File: src/rtl/sid_bus_write_rx.sv
// sid_bus_write_rx: receives one host register write per strobe pulse.
// The strobe is synchronized and must stay high for MIN_HIGH cycles to be
// accepted. The write is decoded, and then a single registered pulse goes
// to the voice or filter register bank.
module sid_bus_write_rx #(
  parameter int SYNC_STAGES = 2,
  parameter int MIN_HIGH    = 2
) (
  input  logic       clk,
  input  logic       rst_n,
  input  logic [7:0] ui_in,
  input  logic [7:0] uio_in,
  output logic       wr_en,
  output logic [1:0] wr_voice,
  output logic [2:0] wr_addr,
  output logic [7:0] wr_data,
  output logic [2:0] voice_we,
  output logic       filt_we,
  output logic       busy,
  output logic [7:0] glitch_cnt,
  output logic [7:0] reject_cnt
);

  localparam int CNT_W = (MIN_HIGH < 2) ? 1 : $clog2(MIN_HIGH + 1);

  typedef enum logic [1:0] {
    IDLE     = 2'd0,
    QUAL     = 2'd1,
    COMMIT   = 2'd2,
    WAIT_LOW = 2'd3
  } state_e;

  state_e                 state_q, state_d;
  logic [SYNC_STAGES-1:0] sync_q, sync_d;
  logic [CNT_W-1:0]       cnt_q, cnt_d;
  logic [14:0]            cap_q, cap_d;      // {rsvd, voice, addr, data}
  logic                   wr_en_q, wr_en_d;
  logic [1:0]             wr_voice_q, wr_voice_d;
  logic [2:0]             wr_addr_q, wr_addr_d;
  logic [7:0]             wr_data_q, wr_data_d;
  logic [2:0]             voice_we_q, voice_we_d;
  logic                   filt_we_q, filt_we_d;
  logic                   busy_q, busy_d;
  logic [7:0]             glitch_q, glitch_d;
  logic [7:0]             reject_q, reject_d;

  logic       s;
  logic [1:0] cap_rsvd;
  logic [1:0] cap_voice;
  logic [2:0] cap_addr;
  logic [7:0] cap_data;

  assign s         = sync_q[SYNC_STAGES-1];
  assign cap_rsvd  = cap_q[14:13];
  assign cap_voice = cap_q[12:11];
  assign cap_addr  = cap_q[10:8];
  assign cap_data  = cap_q[7:0];

  function automatic logic [7:0] sat_inc(input logic [7:0] v);
    return (v == 8'hFF) ? v : v + 8'd1;
  endfunction

  // Shift the raw strobe into the synchronizer chain.
  always_comb begin
    sync_d = {sync_q[SYNC_STAGES-2:0], ui_in[7]};
  end

  // Next-state logic for strobe qualification, write decode and output registers.
  always_comb begin
    // NOTE: every signal gets a default before the case statement. This means no path leaves a signal unassigned and infers a latch.
    state_d    = state_q;
    cnt_d      = cnt_q;
    cap_d      = cap_q;
    wr_en_d    = 1'b0;
    voice_we_d = 3'b000;
    filt_we_d  = 1'b0;
    wr_voice_d = wr_voice_q;
    wr_addr_d  = wr_addr_q;
    wr_data_d  = wr_data_q;
    glitch_d   = glitch_q;
    reject_d   = reject_q;

    unique case (state_q)
      IDLE: begin
        if (s) begin
          // The initiator holds the bus stable while the strobe is high, so
          // the raw pins are captured here without synchronization.
          cap_d   = {ui_in[6:0], uio_in};
          cnt_d   = CNT_W'(1);
          state_d = (MIN_HIGH == 1) ? COMMIT : QUAL;
        end
      end
      QUAL: begin
        if (!s) begin
          state_d  = IDLE;
          glitch_d = sat_inc(glitch_q);
        end else if (cnt_q == CNT_W'(MIN_HIGH - 1)) begin
          state_d = COMMIT;
        end else begin
          cnt_d = cnt_q + CNT_W'(1);
        end
      end
      COMMIT: begin
        state_d = WAIT_LOW;
        if (cap_rsvd != 2'd0 || (cap_voice == 2'd3 && cap_addr > 3'd3)) begin
          reject_d = sat_inc(reject_q);
        end else begin
          wr_en_d    = 1'b1;
          wr_voice_d = cap_voice;
          wr_addr_d  = cap_addr;
          wr_data_d  = cap_data;
          filt_we_d  = (cap_voice == 2'd3);
          voice_we_d = (cap_voice == 2'd3) ? 3'b000 : 3'(3'b001 << cap_voice);
        end
      end
      WAIT_LOW: begin
        // A strobe held high yields only one write. Wait here until it drops.
        if (!s) state_d = IDLE;
      end
      default: state_d = IDLE;
    endcase

    busy_d = (state_d != IDLE);
  end

  // State and output registers. Reset clears everything asynchronously.
  always_ff @(posedge clk or negedge rst_n) begin
    if (!rst_n) begin
      state_q    <= IDLE;
      sync_q     <= '0;
      cnt_q      <= '0;
      cap_q      <= '0;
      wr_en_q    <= 1'b0;
      wr_voice_q <= 2'd0;
      wr_addr_q  <= 3'd0;
      wr_data_q  <= 8'd0;
      voice_we_q <= 3'd0;
      filt_we_q  <= 1'b0;
      busy_q     <= 1'b0;
      glitch_q   <= 8'd0;
      reject_q   <= 8'd0;
    end else begin
      // NOTE: non-blocking assignments make all flops update together from the values before the edge, so the order of statements here does not matter.
      state_q    <= state_d;
      sync_q     <= sync_d;
      cnt_q      <= cnt_d;
      cap_q      <= cap_d;
      wr_en_q    <= wr_en_d;
      wr_voice_q <= wr_voice_d;
      wr_addr_q  <= wr_addr_d;
      wr_data_q  <= wr_data_d;
      voice_we_q <= voice_we_d;
      filt_we_q  <= filt_we_d;
      busy_q     <= busy_d;
      glitch_q   <= glitch_d;
      reject_q   <= reject_d;
    end
  end

  assign wr_en      = wr_en_q;
  assign wr_voice   = wr_voice_q;
  assign wr_addr    = wr_addr_q;
  assign wr_data    = wr_data_q;
  assign voice_we   = voice_we_q;
  assign filt_we    = filt_we_q;
  assign busy       = busy_q;
  assign glitch_cnt = glitch_q;
  assign reject_cnt = reject_q;

endmodule

File: config.mk
export PLATFORM = sky130hd
export DESIGN_NAME = sid_bus_write_rx
export DESIGN_NICKNAME = d
export VERILOG_FILES = /design/src/rtl/sid_bus_write_rx.sv
export SDC_FILE = /design/constraint.sdc
export NUM_CORES = 1
export LEC_CHECK = 0
export CORE_ASPECT_RATIO = 0.6
export CORE_MARGIN = 1.5
export CORE_UTILIZATION = 49
export DETAILED_ROUTE_END_ITERATION = 8
export HOLD_SLACK_MARGIN = 0.12
export PLACE_DENSITY_LB_ADDON = 0.12
export SYNTH_ARGS = -nofsm -noshare
export SYNTH_HDL_FRONTEND = slang
export SYNTH_SLANG_ARGS = --single-unit
File: constraint.sdc
create_clock -name clk -period 2.2 [get_ports clk]
set_clock_uncertainty 0.1 [all_clocks]
set_input_delay 0.33 -clock clk [delete_from_list [all_inputs] [get_ports clk]]
set_output_delay 0.33 -clock clk [all_outputs]
set_load 0.05 [all_outputs]
==> qor.txt <==
worst stage delay on the critical path -> 0.83 ns
Post-Synth XOR/XNOR Area -> 5.36%
layout overhead on the synthesized area -> 30.3%
CTS tree -> built
largest vdd supply drop -> 0.000862 V
via count of the routed design -> 1492
part of the Yosys area used for sequential elements -> 61.2%
post-route ant nets -> 0
Avg Inst Size Synth -> 12.1 um^2
number of standard cells after synthesis -> 189
max-slew violation total from the final report -> 0
Boundary Pins -> 53
Clock Pin Slew Worst Setup and Hold Paths -> 0.10 ns
number of synthesized register bits -> 56
Worst Path Buf+Inv -> 1
pin count of the biggest net entering global routing -> 21
final-layout setup total negative slack -> 0 ns
total setup violations reported at the end of the flow -> 0
die outline width -> 91.2 um
Yosys top cell area share -> 61.2%
Initial Util -> 50.4%
flop-to-flop setup slack -> 0.49 ns
Adder-Cell Fraction of Synth Area -> 1.64%
combinational family with the most area after synthesis -> simple AND/OR/NAND/NOR gates
cell type with the largest total area after synthesis -> dfrtp_1
y dimension of the die -> 55.9 um
relative slew slack -> 65.7%
Hold Worst Slack -> 0.256 ns
top flip-flop cell by instance count after synthesis -> dfrtp_1
worst-path cell chain -> clkdlybuf4s50_1
number of global-route vias before repair -> 1405
number of rows created at floorplan -> 19
min cycle time layout -> 2.00 ns
GR Util All Layers -> 17.5%
commonest cells in the synthesized netlist -> dfrtp_1 (56), nand2_1 (47), mux2_2 (18)
worst-path cell with the longest stage delay -> clkdlybuf4s50_1
H-tree level count -> 2
required time reported for the critical path endpoint -> 1.77 ns
startpoint type of the worst setup path -> flip-flop
LEAKAGE -> 1.39 nW
Synthesized Nets -> 210
Synth async-reset ratio -> 100%
final worst-path setup slack -> 0.197 ns
CP Capture Type -> output port
Port Buffers -> 52
worst-case clock buffer depth -> 2
transition time of the tightest slew-check pin -> 0.513 ns
Post-synth EDFFs -> 0
average wire length per cell after detail routing -> 12.9 um
Yosys Warn Count -> 0
post-synthesis compound-gate area fraction -> 3.44%
area taken by multi-input logic gates -> 818 um^2
worst slack at placement -> 0.502 ns
TritonCTS buffer count -> 5
HPWL after detailed placement -> 2890 um
insertion delay of the later-clocked pin in the worst-skew pair -> 0.30 ns
Placed Area -> 2860 um^2
DRC violation count after routing -> 0
detailed-route vias per instance -> 4.78
register cell area after layout -> 1400 um^2
clock tree root driver cell -> clkbuf_8
simple-gate share of the synthesized area -> 16.5%
data arrival time of the critical path -> 1.57 ns
most common cell in the netlist -> dfrtp_1
post-synthesis mux area share -> 8.86%
path type of the worst setup path -> flip-flop to output port
die area -> 5100 um^2
global-route wire length before repair -> 6830 um
Diodes inserted -> 0
Max Fclk -> 499 MHz
critical path's top delay family -> buffers and inverters
final number of hold-violating endpoints -> 0
finished layout cell area -> 2980 um^2
number of nets in the final layout -> 269
number of antenna violations at the first check in global routing -> 0
max-cap violation count -> 0
Routability Congestion -> 0.743
TritonCTS Sinks -> 56
overall overflow remaining after global route -> 0
unrepaired setup endpoints after global routing -> false
Hold/Removal Path Class -> flip-flop to flip-flop
post_cts resized -> 0
PD cells -> 1480 nW/um^2
post-synthesis instance area -> 2290 um^2
Core Region -> 4540 um^2
number of filler cells placed in the layout -> 363
period utilisation layout -> 91.0%
total routed wirelength -> 4030 um
run status -> complete, no violations
number of different library cells in the post-synthesis netlist -> 29
1st-iter DRT viols -> 51
Worst Path Max Fanout -> 5
drt first pass iters -> 4
fraction of layout instances using a drive strength above 1 -> 15.3%
cells taking the most area after synthesis -> dfrtp_1 (61%), mux2_2 (8.9%), nand2_1 (7.7%)
layer usage:
layer | GRT usage, % | up-vias | routed length (um)
met5 | 0 | - | 0
met4 | 5.58 | 0 | 37
met3 | 4.51 | 4 | 162
met2 | 24.8 | 32 | 1700
met1 | 26.2 | 715 | 2130
li1 | - | 741 | -
repair_timing:
action	CTS	global route
endpoints found under the hold margin	18	0
setup buffers	0	0
setup endpoints to repair	0	0
hold buffers	1	0
placed cells by master (no fill, tap or decap), drive strengths merged, types with 2 or more instances in the layout:
cell type      netlist  final
nor3                 5      5
clkbuf               0      6
nor2                10     10
buf                  4      4
nor4                 2      2
nand3                4      4
inv                  6      6
clkdlybuf4s50        0     51
nand2               47     47
o211ai               2      2
nand2b               5      5
nand4                2      2
xnor2                2      2
mux2                18     18
xor2                12     12
a21oi                4      4
and2b                2      2
dfrtp               56     56
ha                   3      3
metrics by stage:
step	utilization [%]	power (W)	std cells
after floorplan	-	0.00314	189
after global placement	63.1	0.00372	303
after detailed placement	63.1	0.00377	303
after CTS	65.7	0.00443	312
after global routing	65.7	0.00465	312
final	65.7	0.00440	312
registers in the layout, summed over array words and instances, names as in the netlist:
signal	cells
busy	1
cap_q	15
cnt_q	2
filt_we	1
glitch_cnt	8
reject_cnt	8
state_q	2
sync_q	2
voice_we	3
wr_addr	3
wr_data	8
wr_en	1
wr_voice	2
final timing paths:
| path | startpoint | endpoint | depth (start not counted) |
|---|---|---|---|
| worst max-delay path | reject_cnt[3] | reject_cnt[3] | 1 |
| worst min-delay path | sync_q[0] | sync_q[1] | 0 |
| worst max register to register | glitch_cnt[0] | glitch_cnt[1] | 4 |
| worst min register to register | sync_q[0] | sync_q[1] | 0 |
| max in group asynchronous | rst_n | glitch_cnt[4] | 3 |
| min in group asynchronous | rst_n | wr_addr[1] | 2 |
cells by family (layout without fill, tap and decap cells):
group	after synthesis	after routing
AND/OR/NAND/NOR	79	79
flip-flops	56	56
multiplexers	18	18
XOR/XNOR	14	14
buffers and inverters	10	70
AO/OA/AOI/OAI	9	9
adder cells (fa/ha/maj)	3	3
power by group:
part	internal (W)	switching, W	leakage (nW)
clock network	0.000339	0.000325	0.0552
logic	0.000779	0.00124	0.637
registers	0.00142	0.000303	0.702
area by class of cell:
class / instances / share of cell area [%]
Inverter: 6 / 0.923
Timing Repair Buffer: 56 / 18.4
Sequential cell: 56 / 47.0
Clock inverter: 2 / 1.17
Tap cell: 63 / 2.64
Multi-Input combinational cell: 123 / 27.4
Clock buffer: 6 / 2.43
Power figures use the tool's default switching activity.
